<file path="config.mk">
export PLATFORM = sky130hd
export DESIGN_NAME = mult_booth_seq_flat
export DESIGN_NICKNAME = d
export VERILOG_FILES = /design/src/rtl/mult_booth_seq_if.sv /design/src/rtl/mult_booth_seq.sv /design/src/flat_wrapper.sv
export SDC_FILE = /design/constraint.sdc
export NUM_CORES = 1
export LEC_CHECK = 0
export BUFFER_PORTS_ARGS = -buffer_cell sky130_fd_sc_hd__buf_2
export CAP_MARGIN = 20
export CORE_ASPECT_RATIO = 1.5
export CORE_MARGIN = 4
export CORE_UTILIZATION = 44
export DETAILED_ROUTE_END_ITERATION = 7
export GPL_ROUTABILITY_DRIVEN = 1
export PLACE_DENSITY = 0.66
export SKIP_LAST_GASP = 1
export SLEW_MARGIN = 20
export SYNTH_ARGS = -nofsm -noshare
export SYNTH_HDL_FRONTEND = slang
export SYNTH_SLANG_ARGS = --single-unit
</file>
<file path="constraint.sdc">
create_clock -name clock -period 4.3 [get_ports clock]
set_input_delay 0.86 -clock clock [delete_from_list [all_inputs] [get_ports clock]]
set_output_delay 0.86 -clock clock [all_outputs]
set_load 0.03 [all_outputs]
</file>
<file path="src/rtl/mult_booth_seq_if.sv">
// Operand/result bundle for the sequential Booth multiplier.
// The master starts operations and the slave (the multiplier) returns results.
interface mult_booth_seq_if #(
  parameter int WIDTH = 32
);
  logic             ctrl_MULT;
  logic [WIDTH-1:0] data_operandA;
  logic [WIDTH-1:0] data_operandB;
  logic [WIDTH-1:0] data_result;
  logic             data_exception;
  logic             data_resultRDY;
  logic             busy;

  modport master (
    output ctrl_MULT, data_operandA, data_operandB,
    input  data_result, data_exception, data_resultRDY, busy
  );

  modport slave (
    input  ctrl_MULT, data_operandA, data_operandB,
    output data_result, data_exception, data_resultRDY, busy
  );
endinterface

</file>
<file path="src/rtl/mult_booth_seq.sv">
// Signed 32x32 radix-2 Booth multiplier, one bit per clock, with an overflow flag.
// Optional MULT_EARLY_EXIT_EN: finishes as soon as the remaining multiplier bits need no Booth ops.
module mult_booth_seq #(
  parameter int WIDTH = 32,
  parameter int CNT_W = 6
) (
  input logic              clock,
  input logic              reset,
  mult_booth_seq_if.slave  bus
);
  localparam int PW = 2*WIDTH + 2;
  localparam logic [CNT_W-1:0] LAST = CNT_W'(WIDTH);

  typedef enum logic [1:0] {IDLE, RUN, DONE} state_t;

  state_t           state_reg;
  logic [CNT_W-1:0] count_reg;
  logic [WIDTH-1:0] m_reg;
  logic [PW-1:0]    p_reg;
  logic [WIDTH-1:0] result_reg;
  logic             exc_reg;
  logic             rdy_reg;
  logic             busy_reg;

  logic [WIDTH:0]   m_ext;
  logic [WIDTH:0]   upper_next;
  logic [PW-1:0]    p_step;
  logic [PW-1:0]    p_final;
  logic [CNT_W-1:0] count_next;
  logic             finish;

  assign m_ext      = {m_reg[WIDTH-1], m_reg};
  assign count_next = count_reg + 1'b1;

  always_comb begin
    upper_next = p_reg[PW-1:WIDTH+1];
    case (p_reg[1:0])
      2'b01:   upper_next = p_reg[PW-1:WIDTH+1] + m_ext;
      2'b10:   upper_next = p_reg[PW-1:WIDTH+1] - m_ext;
      default: upper_next = p_reg[PW-1:WIDTH+1];
    endcase
  end

  assign p_step = {upper_next[WIDTH], upper_next, p_reg[WIDTH:1]};

`ifdef MULT_EARLY_EXIT_EN
  // After count_next iterations the unprocessed bits sit in p_step[WIDTH-count_next:0];
  // once they are uniform every remaining step is a pure shift, so collapse them.
  logic [WIDTH:0]   rem_mask;
  logic [WIDTH:0]   rem_bits;
  logic [CNT_W-1:0] shamt;

  assign rem_mask = {(WIDTH+1){1'b1}} >> count_next;
  assign rem_bits = p_step[WIDTH:0] & rem_mask;
  assign shamt    = LAST - count_next;
  assign finish   = (rem_bits == '0) || (rem_bits == rem_mask);
  assign p_final  = $signed(p_step) >>> shamt;
`else
  assign finish   = (count_next == LAST);
  assign p_final  = p_step;
`endif

  always_ff @(posedge clock) begin
    if (reset) begin
      state_reg  <= IDLE;
      count_reg  <= '0;
      m_reg      <= '0;
      p_reg      <= '0;
      result_reg <= '0;
      exc_reg    <= 1'b0;
      rdy_reg    <= 1'b0;
      busy_reg   <= 1'b0;
    end else if (bus.ctrl_MULT) begin
      // A start from any state discards whatever was in flight.
      state_reg <= RUN;
      count_reg <= '0;
      m_reg     <= bus.data_operandA;
      p_reg     <= {{(WIDTH+1){1'b0}}, bus.data_operandB, 1'b0};
      rdy_reg   <= 1'b0;
      busy_reg  <= 1'b1;
    end else begin
      case (state_reg)
        RUN: begin
          count_reg <= count_next;
          p_reg     <= p_step;
          if (finish) begin
            p_reg      <= p_final;
            result_reg <= p_final[WIDTH:1];
            // Representable only if the upper 33 bits replicate the result's sign bit.
            exc_reg    <= !((&p_final[PW-1:WIDTH]) || !(|p_final[PW-1:WIDTH]));
            rdy_reg    <= 1'b1;
            busy_reg   <= 1'b0;
            state_reg  <= DONE;
          end
        end
        DONE: begin
          rdy_reg   <= 1'b0;
          state_reg <= IDLE;
        end
        default: begin
          rdy_reg   <= 1'b0;
          state_reg <= IDLE;
        end
      endcase
    end
  end

  assign bus.data_result    = result_reg;
  assign bus.data_exception = exc_reg;
  assign bus.data_resultRDY = rdy_reg;
  assign bus.busy           = busy_reg;
endmodule

</file>
<file path="src/flat_wrapper.sv">
// flat-port wrapper written by rule: the top's interface ports become plain ports
module mult_booth_seq_flat 
#(
  parameter int WIDTH = 32,
  parameter int CNT_W = 6
)
  (clock, reset, bus_ctrl_MULT, bus_data_operandA, bus_data_operandB, bus_data_result, bus_data_exception, bus_data_resultRDY, bus_busy);
  mult_booth_seq_if #(.WIDTH(WIDTH)) bus_i ();
  input logic clock;
  input logic reset;
  input wire logic [$bits(bus_i.ctrl_MULT)-1:0] bus_ctrl_MULT;
  input wire logic [$bits(bus_i.data_operandA)-1:0] bus_data_operandA;
  input wire logic [$bits(bus_i.data_operandB)-1:0] bus_data_operandB;
  output wire logic [$bits(bus_i.data_result)-1:0] bus_data_result;
  output wire logic [$bits(bus_i.data_exception)-1:0] bus_data_exception;
  output wire logic [$bits(bus_i.data_resultRDY)-1:0] bus_data_resultRDY;
  output wire logic [$bits(bus_i.busy)-1:0] bus_busy;
  assign bus_i.ctrl_MULT = bus_ctrl_MULT;
  assign bus_i.data_operandA = bus_data_operandA;
  assign bus_i.data_operandB = bus_data_operandB;
  assign bus_data_result = bus_i.data_result;
  assign bus_data_exception = bus_i.data_exception;
  assign bus_data_resultRDY = bus_i.data_resultRDY;
  assign bus_busy = bus_i.busy;
  mult_booth_seq #(.WIDTH(WIDTH), .CNT_W(CNT_W)) u_core (.clock(clock), .reset(reset), .bus(bus_i));
endmodule
</file>
# After elaboration in Yosys (flattened, before gate mapping)
# Cells that the tools add are included.
classes:
  add_sub_neg: 3
  multipliers: 0
  div: 0
  n_lt_le_gt_ge: 0
  n_eq_ne: 5
  shifts: 0
  n_mux: 9
  bitwise: 2
  n_reduce_logical: 11
op_table:
  columns: ["op", "count"]
  rows:
  - ["33-bit 2-to-1 mux", 2]
  - ["33-bit one-hot mux with 2 select lines", 1]
  - ["32-bit by 32-bit adder with 33-bit output", 1]
  - ["33-bit AND reduction", 1]
  - ["33-bit OR reduction", 1]
  - ["32-bit by 32-bit subtractor with 33-bit output", 1]
  - ["6-bit by 1-bit adder with 6-bit output, second input constant", 1]
  - ["6-bit == test, second input constant", 1]
  - ["1-bit 2-to-1 mux", 6]
  - ["2-bit by 1-bit == test with 1-bit output, second input constant", 2]
  - ["2-bit nonzero test", 2]
  - ["3-bit by 2-bit != test with 1-bit output, second input constant", 1]
  - ["3-bit AND reduction", 1]
  - ["3-bit OR reduction", 1]
  - ["2-bit == test, second input constant", 1]
  - ["1-bit zero test", 2]
  - ["1-bit inverter", 2]
  - ["2-bit AND reduction", 1]
  - ["2-bit OR reduction", 1]
  - ["1-bit logical OR", 1]
totals:
  regBits: 139
  latchBits: 0
  ramBits: 0
  romBits: 0
  in_bits: 67
  output_inout_bits: 35
  elab_cells: 39
  memories: 0

# Logic depth before layout (Yosys ltp)
# Gate-level depths: netlist of run 1.
depth:
  ltp_word: 6
  depth_mapped: 21
  depth_no_buf: 20

# Worst setup path after synthesis of run 1
# OpenSTA, ideal clock, no wires.
synth_path:
  path_type: "register to register"
  startpoint: "register u_core.m_reg[0]"
  endpoint: "register u_core.exc_reg, in the netlist u_core.bus.data_exception"
  setup_ns: 0.132
  arrival_time_ns: 4.183
  required_ns: 4.168
  path_slack_ns: -0.015
  stages_incl_launch_ff: 20
  path_buffers: 0
  period_less_slack_ns: 4.315
  cell_sequence: "dfxtp_1 inv_1 ha_1 nor3b_1 nor3b_1 and4_1 a21oi_1 xnor2_1 ha_1 a21oi_1 o21ai_1 o311ai_1 a31oi_1 o22a_1 a31oi_1 xor2_1 o21ai_0 or4_1 mux2i_1 nor3_1"
synth_via:
  elab_chain_cells: 6
  word_cells_on_any_way: 8
  cone_classes: "add/sub (2); mux (1); reduce/logical (5)"
synth_lines:
  columns: ["item", "line", "source"]
  rows:
  - ["from (decl)", "mult_booth_seq.sv:18", "logic [WIDTH-1:0] m_reg;"]
  - ["from (signal assigned)", "mult_booth_seq.sv:77", "m_reg <= bus.data_operandA;"]
  - ["32-bit by 32-bit subtractor with 33-bit output or 32-bit by 32-bit adder with 33-bit output (tied branches)", "mult_booth_seq.sv:39, mult_booth_seq.sv:38", null]
  - ["33-bit one-hot mux with 2 select lines *", "mult_booth_seq.sv:37", "case (p_reg[1:0])"]
  - ["33-bit OR reduction", "mult_booth_seq.sv:90", "exc_reg <= !((&p_final[PW-1:WIDTH]) || !(|p_final[PW-1:WIDTH]));"]
  - ["1-bit zero test", "mult_booth_seq.sv:90", null]
  - ["1-bit logical OR *", "mult_booth_seq.sv:90", null]
  - ["1-bit zero test *", "mult_booth_seq.sv:90", null]
  - ["to (signal assigned)", "mult_booth_seq.sv:90", null]
  - ["to (decl)", "mult_booth_seq.sv:21", "logic exc_reg;"]
# Mark *: on every way between the ends. The rest lies on a longest branch, timed or not.
# A chain may end at the register's enable or synchronous reset.

# Final worst setup path of run 1
layout_path:
  startpoint: "register u_core.m_reg[1]"
  endpoint: "register u_core.exc_reg, in the netlist u_core.bus.data_exception"
# The elaborated chain is that of the path after synthesis.

==> run metrics, run 1 <==
Num CTS Buffers 17; skew final 0.0107 ns; vias in the first global route 8,672; Clock H-tree levels 4; DRT iter0 DRCs 401; syn nets 1,239; DRC 0; Main synth FF type dfxtp_1; sequential-to-total area share from yosys stat 33.0%; hold buffers post-CTS 0; Finished Core Util 59.3%; Via density 5.54; Finished Layout Cells 1,592; crit path capture type flop; Worst-Margin Slew 1.04 ns; clk root buf clkbuf_16; gpl congestion 0.904; crit-path max FO 8; Routed WL 25.5 mm; layout cell share with drive strength beyond 1 26.4%; Die H 177 µm; All-Layer GR Usage 23.7%; die width 121 µm; Yosys warnings 0; row count 61; mapped cell area 0.00843 mm²; Initial Util 45.1%; total die area 0.0215 mm²; outcome finished with violations; Distinct cells, synth 67; commonest cells after routing, fill and taps aside nand2_1 (179), nor2_1 (152), buf_4 (144), a21oi_1 (143), dfxtp_1 (136); Crit Path Category reg -> reg; ys async rst share 0%; failing checks negative setup slack; post-layout minimum cycle time 4.45 ns; DP Cell Count 1,552; final hold violation count 0; Synth area leader dfxtp_1; Synth-to-Final Area Change 31.5%; max FFs per register 65; remaining antenna violation count 0; Avg Cell Area, Syn 7.42 µm²; Core Box Area 0.0187 mm²; Post-layout nets 1,431; Port Buffer Count 101; initial antenna violation count 2; Synth area leaders dfxtp_1 (33%), a21oi_1 (8.9%), nand2_1 (8.1%); worst vdd ir 0.000392 V; CTS sink cnt 139; # setup viols final 1; share of the synthesized area in the top cell type 33.0%; global route overflow 0; Layout fillers 1,709; Slew Limit Fails 0; Post-synth EDFFs 0; clock slew at the register clock pins of the worst setup and hold paths 0.06 ns; commonest non-fill, non-tap cell in the layout nand2_1; post-route setup slack -0.155 ns; Design Power 3.87 mW; CTS tree done; worst hold path type reg -> reg; CP Launch Type flop; first-pass GRT wire length 41.6 mm; Post-Syn Instances 1,136; fmax 0.224 GHz; Ant. Diodes 0; Leak 4.63 nW; maximum root-to-sink buffer count 2; WP data required 4.55 ns; WL per Instance 16.0 µm; max cap viols 0; First-pass DRT Iterations 5; Final period util 104%; CP arrival 4.71 ns; dpl hpwl 18.2 mm; PD cells 349 mW/mm²; Clock Latency Late Sink 0.42 ns; Slew Limit Headroom 30.6%; # IOs 102; RSZ-0062 raised after global routing true; vias 8,815; Seq cells post-synth 139; largest net degree at the start of global routing 101
## logic make-up (layout without fill, tap and decap cells)
logic type,after synthesis,in the layout,synth area share (%)
AO/OA/AOI/OAI,294,294,21.4
XOR/XNOR,44,44,4.57
adder cells (fa/ha/maj),36,36,5.43
buffers and inverters,98,302,4.50
flip-flops,139,139,33.0
multiplexers,45,45,5.39
AND/OR/NAND/NOR,480,480,25.6
## cell type report
cell class | count | area (µm²) | area share, %
Clock inverter | 14 | 183 | 1.65
Multi-Input combinational cell | 899 | 5680 | 51.2
Inverter | 26 | 97.6 | 0.880
Clock buffer | 17 | 425 | 3.84
Timing Repair Buffer | 245 | 1600 | 14.4
Tap cell | 252 | 315 | 2.84
Sequential cell | 139 | 2790 | 25.1
## where the power goes
part	internal (mW)	switching (mW)	leakage (nW)
clock	0.922	0.596	0.288
combinational	0.447	0.527	3.21
sequential	1.34	0.0455	1.14
total	2.71	1.17	4.63
## cells in the mapped netlist (6+ instances only)
cell type / count
nand2_1: 181
nor2_1: 154
a21oi_1: 150
dfxtp_1: 139
clkbuf_1: 49
mux2i_1: 42
ha_1: 35
xnor2_1: 35
nor3_1: 30
a211oi_1: 27
inv_1: 26
o21ai_0: 26
a31oi_1: 14
buf_1: 14
nand4_1: 14
nor4_1: 14
nand3_1: 13
or3_1: 12
o21a_1: 11
and2_1: 10
and3_1: 10
a21o_1: 9
buf_2: 9
nor3b_1: 9
xor2_1: 9
o21ai_1: 8
or4_1: 8
nand2b_1: 7
o211ai_1: 6
## layer usage
layer | vias to the layer above | track usage [%] | share of wire, % | routed length, µm
met5 | - | 0 | 0.082 | 21
met4 | 4 | 10.1 | 3.2 | 811
met3 | 67 | 5.13 | 4.9 | 1250
met2 | 216 | 42.8 | 51 | 12900
li1 | 4399 | - | - | -
met1 | 4129 | 26.5 | 41 | 10400
## repair_timing
action	4_1_cts	5_1_grt
setup buffers	6	4
resized for setup	56	32
endpoints found under the setup margin	2	6
pin swaps	31	17
## stage by stage
step	TNS [ns]	area [µm²]	hold WS (ns)	setup WS, ns
2_1_floorplan	0	8430	0.436	0.0625
3_3_place_gp	-0.543	10000	0.441	-0.344
3_5_place_dp	-0.561	10000	0.445	-0.354
4_1_cts	-0.105	10900	0.454	-0.0889
5_1_grt	-0.533	11100	0.480	-0.343
6_report	-0.155	11100	0.451	-0.155
## critical path, cell delays in order (launching register included)
cell and delay, ns:
dfxtp_2 0.35, inv_1 0.05, ha_2 0.18, nor3b_4 0.15
buf_4 0.13, buf_4 0.12, nor2_1 0.12, xnor2_1 0.09
ha_1 0.41, o211a_1 0.23, o31ai_4 0.13, a31oi_1 0.56
xor2_1 0.16, mux2i_2 0.27, nand3_1 0.14, nor4_2 0.34
buf_4 0.16, nand4_1 0.10, or4_1 0.40, mux2i_1 0.14
nor3_1 0.06
## path summary, 6_finish.rpt
kind / startpoint / cells past startpoint / slack [ns] / endpoint
worst max-delay path: u_core.m_reg[1]$_SDFFE_PP0P_ / 20 / -0.15 / u_core.bus.data_exception$_SDFFE_PP0P_
worst min-delay path: u_core.bus.data_result[23]$_SDFFE_PP0P_ / 2 / 0.45 / u_core.bus.data_result[23]$_SDFFE_PP0P_
worst max register to register: u_core.m_reg[1]$_SDFFE_PP0P_ / 20 / -0.15 / u_core.bus.data_exception$_SDFFE_PP0P_
worst min register to register: u_core.bus.data_result[23]$_SDFFE_PP0P_ / 2 / 0.45 / u_core.bus.data_result[23]$_SDFFE_PP0P_
(Power assumes the default switching activity.)
==> run 2, diff against run 1 <==
--- a/config.mk
+++ b/config.mk
@@ -8,11 +8,11 @@
 export BUFFER_PORTS_ARGS = -buffer_cell sky130_fd_sc_hd__buf_2
 export CAP_MARGIN = 20
 export CORE_ASPECT_RATIO = 1.5
-export CORE_MARGIN = 4
 export CORE_UTILIZATION = 44
 export DETAILED_ROUTE_END_ITERATION = 7
 export GPL_ROUTABILITY_DRIVEN = 1
 export PLACE_DENSITY = 0.66
+export REMOVE_ABC_BUFFERS = 1
 export SKIP_LAST_GASP = 1
 export SLEW_MARGIN = 20
 export SYNTH_ARGS = -nofsm -noshare
==> run 2 against run 1 <==
Maximum frequency fell by 2.9%. Non-clock buffer count rose by 30. Via count rose by 0.83%. Register-to-register slack got worse by 0.13 ns. Critical endpoint unchanged. Cell area rose by 2.4%. Wire length rose by 2.2%. Clock skew fell by 0.0050 ns. Combinational power rose by 6%. Global-route usage rose by 2.7 points. The run still ends with negative setup slack left. Die area fell by 8.2%. Utilization rose by 1.7 points.
==> run metrics, run 2 (synthesis gave the netlist of run 1 again) <==
Slew Limit Fails 0 (unchanged); Die H 171 µm (was 177 µm); skew final 0.00564 ns (was 0.0107 ns); Clock Latency Late Sink 0.43 ns (was 0.42 ns); reg2reg end u_core.bus.data_exception$_SDFFE_PP0P_ (unchanged); layout cell share with drive strength beyond 1 28.9% (was 26.4%); Hold EP u_core.bus.data_result[7]$_SDFFE_PP0P_ (was u_core.bus.data_result[23]$_SDFFE_PP0P_); die width 115 µm (was 121 µm); Design Power 3.95 mW (was 3.87 mW); dpl hpwl 18.3 mm (was 18.2 mm); Synth-to-Final Area Change 34.7% (was 31.5%); fmax 0.218 GHz (was 0.224 GHz); row count 61 (unchanged); Core Box Area 0.0186 mm² (was 0.0187 mm²); maximum root-to-sink buffer count 2 (unchanged); total die area 0.0197 mm² (was 0.0215 mm²); Crit Path Category reg -> reg (unchanged); Finished Core Util 61.0% (was 59.3%); setup TNS -0.314 ns (was -0.155 ns); commonest cells after routing, fill and taps aside nand2_1 (177), buf_4 (167), nor2_1 (152), a21oi_1 (138), dfxtp_1 (137) (was nand2_1 (179), nor2_1 (152), buf_4 (144), a21oi_1 (143), dfxtp_1 (136)); # IOs 102 (unchanged); Worst-Margin Slew 0.946 ns (was 1.04 ns); Clock H-tree levels 4 (unchanged); max incr delay on CP 0.43 ns (was 0.56 ns); Setup crit start u_core.m_reg[0]$_SDFFE_PP0P_ (was u_core.m_reg[1]$_SDFFE_PP0P_); WL per Instance 16.0 µm (about the same); Via density 5.48 (was 5.54); Fin Hold WS 0.451 ns (about the same); r2r setup slk -0.29 ns (was -0.15 ns); DRC 0 (unchanged); outcome finished with violations (unchanged); Initial Util 45.2% (was 45.1%); RSZ-0062 raised after global routing true (unchanged); post-route setup slack -0.287 ns (was -0.155 ns); initial antenna violation count 0 (was 2); Ant. Diodes 0 (unchanged); largest net degree at the start of global routing 90 (was 101); PD cells 348 mW/mm² (was 349 mW/mm²); first-pass GRT wire length 41.0 mm (was 41.6 mm); CP max stage cell a2111oi_2 (was a31oi_1); Finished Layout Cells 1,623 (was 1,592); worst hold path type reg -> reg (unchanged); global route overflow 0 (unchanged); clock slew at the register clock pins of the worst setup and hold paths 0.06 ns (about the same); worst vdd ir 0.000391 V (was 0.000392 V); Critical path buffers and inverters 4 (unchanged); remaining antenna violation count 0 (unchanged); clk root buf clkbuf_16 (unchanged); Slew Limit Headroom 36.9% (was 30.6%); # setup viols final 2 (was 1); min-delay src u_core.bus.data_result[7]$_SDFFE_PP0P_ (was u_core.bus.data_result[23]$_SDFFE_PP0P_); DP Cell Count 1,576 (was 1,552); CP Cell Sequence inv_1, ha_2, nor3b_4, nor3b_2, buf_4, nand2_1, nor4_2, nor2_1, xnor2_1, ha_1, buf_6, nand2_4, o21a_1, o221a_1, and3_1, a21o_1, a2111oi_2, nor3_2, buf_4, nor3_1, nand4_1, mux2i_1, nor3_1 (was inv_1, ha_2, nor3b_4, buf_4, buf_4, nor2_1, xnor2_1, ha_1, o211a_1, o31ai_4, a31oi_1, xor2_1, mux2i_2, nand3_1, nor4_2, buf_4, nand4_1, or4_1, mux2i_1, nor3_1); First-pass DRT Iterations 5 (unchanged); final hold violation count 0 (unchanged); Num CTS Buffers 17 (unchanged); vias 8,888 (was 8,815); gpl congestion 0.931 (was 0.904); Worst Reg-to-Reg Cells 23 (was 20); Leak 4.81 nW (was 4.63 nW); failing checks negative setup slack (unchanged); CTS sink cnt 139 (unchanged); CTS tree done (unchanged); max FFs per register 65 (unchanged); CP Launch Type flop (unchanged); Port Buffer Count 101 (unchanged); Post-layout nets 1,461 (was 1,431); commonest non-fill, non-tap cell in the layout nand2_1 (unchanged); Routed WL 26.0 mm (was 25.5 mm); All-Layer GR Usage 26.4% (was 23.7%); WP data required 4.58 ns (was 4.55 ns); vias in the first global route 8,565 (was 8,672); crit path capture type flop (unchanged); R2R Path Start u_core.m_reg[0]$_SDFFE_PP0P_ (was u_core.m_reg[1]$_SDFFE_PP0P_); max cap viols 0 (unchanged); post-layout minimum cycle time 4.59 ns (was 4.45 ns); Crit path max-delay family simple AND/OR/NAND/NOR gates (unchanged); DRT iter0 DRCs 411 (was 401); CP arrival 4.86 ns (was 4.71 ns); crit-path max FO 5 (was 8); WHS Path Cells 2 (unchanged); Final period util 107% (was 104%)
==> run 2: per-layer routing <==
layer	wire, µm	vias up	global-route usage, %	share of wire [%]
met2	13300	199	47.5	51
li1	-	4443	-	-
met3	966	68	4.65	3.7
met4	1070	0	13.2	4.1
met5	0	-	0	0
met1	10700	4178	29.6	41
==> run 2: layout make-up <==
type	count	area (µm²)
fill	1716	7270
inverter	26	97.6
sequential	139	2790
clock inverter	15	186
clock buffer	17	425
timing repair buffer	275	1850
tap	252	315
multi-input combinational	899	5690
==> run 2: stage by stage <==
step                worst slack [ns]  instance area, µm²
floorplan                    -0.0640                8150
global placement              -0.314               10200
detailed placement            -0.374               10200
CTS                           -0.133               11200
global route                  -0.507               11400
finish                        -0.287               11400
==> run 2: worst max-delay path by stage <==
stage | slack, ns | cells after the start | end
2_1_floorplan | -0.06 | 19 | u_core.bus.data_exception$_SDFFE_PP0P_
3_5_place_dp | -0.37 | 22 | u_core.bus.data_exception$_SDFFE_PP0P_
6_report | -0.29 | 23 | u_core.bus.data_exception$_SDFFE_PP0P_
4_1_cts | -0.13 | 21 | u_core.bus.data_exception$_SDFFE_PP0P_
5_1_grt | -0.51 | 23 | u_core.bus.data_exception$_SDFFE_PP0P_
3_3_place_gp | -0.31 | 22 | u_core.bus.data_exception$_SDFFE_PP0P_
==> run 2: worst register-to-register path: stages, from the launching register on <==
cell,delay (ns)
dfxtp_2,0.32
inv_1,0.06
ha_2,0.18
nor3b_4,0.21
nor3b_2,0.21
buf_4,0.17
nand2_1,0.08
nor4_2,0.14
nor2_1,0.08
xnor2_1,0.14
ha_1,0.40
buf_6,0.15
nand2_4,0.07
o21a_1,0.22
o221a_1,0.28
and3_1,0.16
a21o_1,0.23
a2111oi_2,0.43
nor3_2,0.10
buf_4,0.16
nor3_1,0.29
nand4_1,0.14
mux2i_1,0.15
nor3_1,0.06
==> run 2: report_power, final <==
part	internal [mW]	switching, mW	total, mW
Clock	0.924	0.610	1.53
Sequential	1.34	0.0431	1.38
Combinational	0.481	0.551	1.03
==> run 2: timing repair <==
| item | in CTS | in global routing |
|---|---|---|
| gates resized for setup | 77 | 30 |
| setup buffers | 13 | 2 |
| endpoints found under the setup margin | 4 | 5 |
| hold buffers | 0 | 0 |
| gates cloned | 0 | 0 |
| pin swaps | 47 | 19 |
==> run 3, diff against run 2 <==
--- a/config.mk
+++ b/config.mk
@@ -5,13 +5,11 @@
 export SDC_FILE = /design/constraint.sdc
 export NUM_CORES = 1
 export LEC_CHECK = 0
-export BUFFER_PORTS_ARGS = -buffer_cell sky130_fd_sc_hd__buf_2
 export CAP_MARGIN = 20
-export CORE_ASPECT_RATIO = 1.5
 export CORE_UTILIZATION = 44
 export DETAILED_ROUTE_END_ITERATION = 7
+export DONT_BUFFER_PORTS = 1
 export GPL_ROUTABILITY_DRIVEN = 1
-export PLACE_DENSITY = 0.66
 export REMOVE_ABC_BUFFERS = 1
 export SKIP_LAST_GASP = 1
 export SLEW_MARGIN = 20
==> constraint.sdc (replaced) <==
create_clock -name clock -period 4.8 [get_ports clock]
set_input_delay 0.96 -clock clock [delete_from_list [all_inputs] [get_ports clock]]
set_output_delay 0.96 -clock clock [all_outputs]
set_load 0.03 [all_outputs]
==> run 3 against run 2 <==
The flow now finishes without violations. Maximum frequency is 0.33% higher. Register-to-register slack better by 0.52 ns. Worst setup slack better by 0.52 ns. Via count is 12% lower. Clock skew is 0.0046 ns higher. Clock-buffer cell count stayed put. Global-route usage is 2.9 points lower. Cell count is 16% lower. Die area hardly changed. Largest power group unchanged. Highest routed layer unchanged.
==> run metrics, run 3 (synthesis gave the netlist of run 1 again) <==
# IOs 102 (unchanged); first-pass GRT wire length 37.0 mm (was 41.0 mm); outcome complete, no violations (was finished with violations); initial antenna violation count 0 (unchanged); Die H 140 µm (was 171 µm); Initial Util 44.9% (was 45.2%); row count 50 (was 61); Leak 3.53 nW (was 4.81 nW); Clock H-tree levels 4 (unchanged); commonest cells after routing, fill and taps aside nand2_1 (180), nor2_1 (154), a21oi_1 (142), dfxtp_1 (138), mux2i_1 (41) (was nand2_1 (177), buf_4 (167), nor2_1 (152), a21oi_1 (138), dfxtp_1 (137)); CP max stage cell or4_4 (was a2111oi_2); max incr delay on CP 0.54 ns (was 0.43 ns); largest net degree at the start of global routing 102 (was 90); commonest non-fill, non-tap cell in the layout nand2_1 (unchanged); crit-path max FO 5 (unchanged); CTS tree done (unchanged); pre-CTS setup slack 0.0997 ns (was -0.374 ns); CTS sink cnt 139 (unchanged); Finished Layout Cells 1,360 (was 1,623); sequential power share 39.6% (was 35.0%); Via density 5.78 (was 5.48); Slew Limit Fails 0 (unchanged); Comb pwr share 20.7% (was 26.2%); die width 140 µm (was 115 µm); Critical Path End u_core.bus.data_exception$_SDFFE_PP0P_ (unchanged); All-Layer GR Usage 23.6% (was 26.4%); final hold violation count 0 (unchanged); P_int 2.14 mW (was 2.74 mW); power share of the clock group 39.8% (was 38.9%); max FFs per register 65 (unchanged); Setup crit start u_core.m_reg[0]$_SDFFE_PP0P_ (unchanged); fmax 0.219 GHz (was 0.218 GHz); DP Cell Count 1,324 (was 1,576); Final period util 95.2% (was 107%); reg2reg end u_core.bus.data_exception$_SDFFE_PP0P_ (unchanged); R2R Path Start u_core.m_reg[0]$_SDFFE_PP0P_ (unchanged); vias in the first global route 7,183 (was 8,565); clk root buf clkbuf_16 (unchanged); r2r setup slk 0.23 ns (was -0.29 ns); WL per Instance 17.3 µm (was 16.0 µm); Switching Fraction 31.8% (was 30.5%); vias 7,862 (was 8,888); Worst Reg-to-Reg Cells 20 (was 23); worst hold path type reg -> reg (unchanged); Sw Pwr 0.998 mW (was 1.20 mW); Clock Latency Late Sink 0.42 ns (was 0.43 ns); post-route setup slack 0.228 ns (was -0.287 ns); DRT iter0 DRCs 493 (was 411); First-pass DRT Iterations 5 (unchanged); hold buffers post-CTS 0 (unchanged); crit path capture type flop (unchanged); Ant. Diodes 0 (unchanged); # setup viols final 0 (was 2); Slew Limit Headroom 37.6% (was 36.9%); dpl hpwl 16.0 mm (was 18.3 mm); Core Box Area 0.0188 mm² (was 0.0186 mm²); worst vdd ir 0.000214 V (was 0.000391 V); DRC 0 (unchanged); Num CTS Buffers 17 (unchanged); max cap viols 0 (unchanged); Placed Area 0.00864 mm² (was 0.0102 mm²); total die area 0.0197 mm² (about the same); Port Buffer Count 0 (was 101); post-layout minimum cycle time 4.57 ns (was 4.59 ns); WP data required 5.10 ns (was 4.58 ns); Post-layout nets 1,216 (was 1,461); most numerous cell on the critical path nor3_1; maximum root-to-sink buffer count 2 (unchanged); Routed WL 23.5 mm (was 26.0 mm); Crit Path Category reg -> reg (unchanged); skew final 0.0102 ns (was 0.00564 ns); clock slew at the register clock pins of the worst setup and hold paths 0.07 ns (was 0.06 ns); layout cell share with drive strength beyond 1 10.7% (was 28.9%); Synth-to-Final Area Change 12.4% (was 34.7%); CP arrival 4.88 ns (was 4.86 ns); Worst-Margin Slew 0.936 ns (was 0.946 ns); Final Cell Area 0.00947 mm² (was 0.0114 mm²); global route overflow 0 (unchanged); remaining antenna violation count 0 (unchanged); gpl congestion 0.874 (was 0.931); CP Launch Type flop (unchanged); CP Cell Sequence or4_4, nor3_1, buf_4, and3_1, and2_4, a31oi_1, xnor2_1, ha_1, buf_4, a21o_1, a31oi_2, nand3_1, o211ai_1, a21o_1, a2111oi_0, nor3_1, nand3_1, or4_1, mux2i_1, nor3_1 (was inv_1, ha_2, nor3b_4, nor3b_2, buf_4, nand2_1, nor4_2, nor2_1, xnor2_1, ha_1, buf_6, nand2_4, o21a_1, o221a_1, and3_1, a21o_1, a2111oi_2, nor3_2, buf_4, nor3_1, nand4_1, mux2i_1, nor3_1); PD cells 332 mW/mm² (was 348 mW/mm²)
-- run 3: power by group through the flow --
stage	combinational, mW	clock, mW	sequential [mW]
final	0.650	1.25	1.24
after floorplan	0.450	0	1.25
after CTS	0.602	1.27	1.24
after global routing	0.716	1.32	1.25
after global placement	0.596	0	1.27
after detailed placement	0.597	0	1.27
-- run 3: metrics by stage --
step,hold WS [ns],util [%],setup TNS (ns),power (mW)
global placement,0.444,46.1,0,1.86
finish,0.457,50.5,0,3.14
global route,0.472,50.5,-0.0202,3.29
detailed placement,0.452,46.1,0,1.86
CTS,0.459,49.0,0,3.12
floorplan,0.436,-,0,1.70
-- run 3: layout make-up --
class	instances	area [µm²]
Clock buffer	17	425
Clock inverter	15	133
Fill cell	1874	9300
Inverter	26	97.6
Multi-Input combinational cell	899	5510
Sequential cell	139	2780
Tap cell	234	293
Timing Repair Buffer	30	225
-- run 3: how the worst min path moves through the flow --
stage / startpoint / to / slack, ns / cells after the start
2_1_floorplan: u_core.p_reg[0]$_SDFFE_PP0P_ / u_core.p_reg[0]$_SDFFE_PP0P_ / 0.44 / 2
3_3_place_gp: u_core.p_reg[0]$_SDFFE_PP0P_ / u_core.p_reg[0]$_SDFFE_PP0P_ / 0.44 / 2
3_5_place_dp: u_core.p_reg[0]$_SDFFE_PP0P_ / u_core.p_reg[0]$_SDFFE_PP0P_ / 0.45 / 2
4_1_cts: u_core.p_reg[24]$_SDFFE_PP0P_ / u_core.bus.data_result[22]$_SDFFE_PP0P_ / 0.46 / 2
5_1_grt: u_core.p_reg[10]$_SDFFE_PP0P_ / u_core.bus.data_result[8]$_SDFFE_PP0P_ / 0.47 / 2
6_report: u_core.p_reg[0]$_SDFFE_PP0P_ / u_core.p_reg[0]$_SDFFE_PP0P_ / 0.46 / 2
-- run 3: critical path, delay by kind of cell (launching register included) --
kind / cells / cell delay (ns)
buffers and inverters: 2 / 0.33
AND/OR/NAND/NOR: 9 / 2.19
XOR/XNOR: 1 / 0.28
flip-flops: 1 / 0.35
adder cells (fa/ha/maj): 1 / 0.31
multiplexers: 1 / 0.13
AO/OA/AOI/OAI: 6 / 0.86
-- run 3: timing repair --
item                       CTS  global route
setup endpoints to repair    0             2
gates resized for setup      0            53
buffers inserted             0             4
-- run 3: per-layer routing --
metal,track usage [%],share of wire [%],up-vias
met5,0,0,-
met4,7.06,1.5,0
met3,6.02,5.1,36
li1,-,-,3976
met2,39.1,47,202
met1,30.0,46,3648
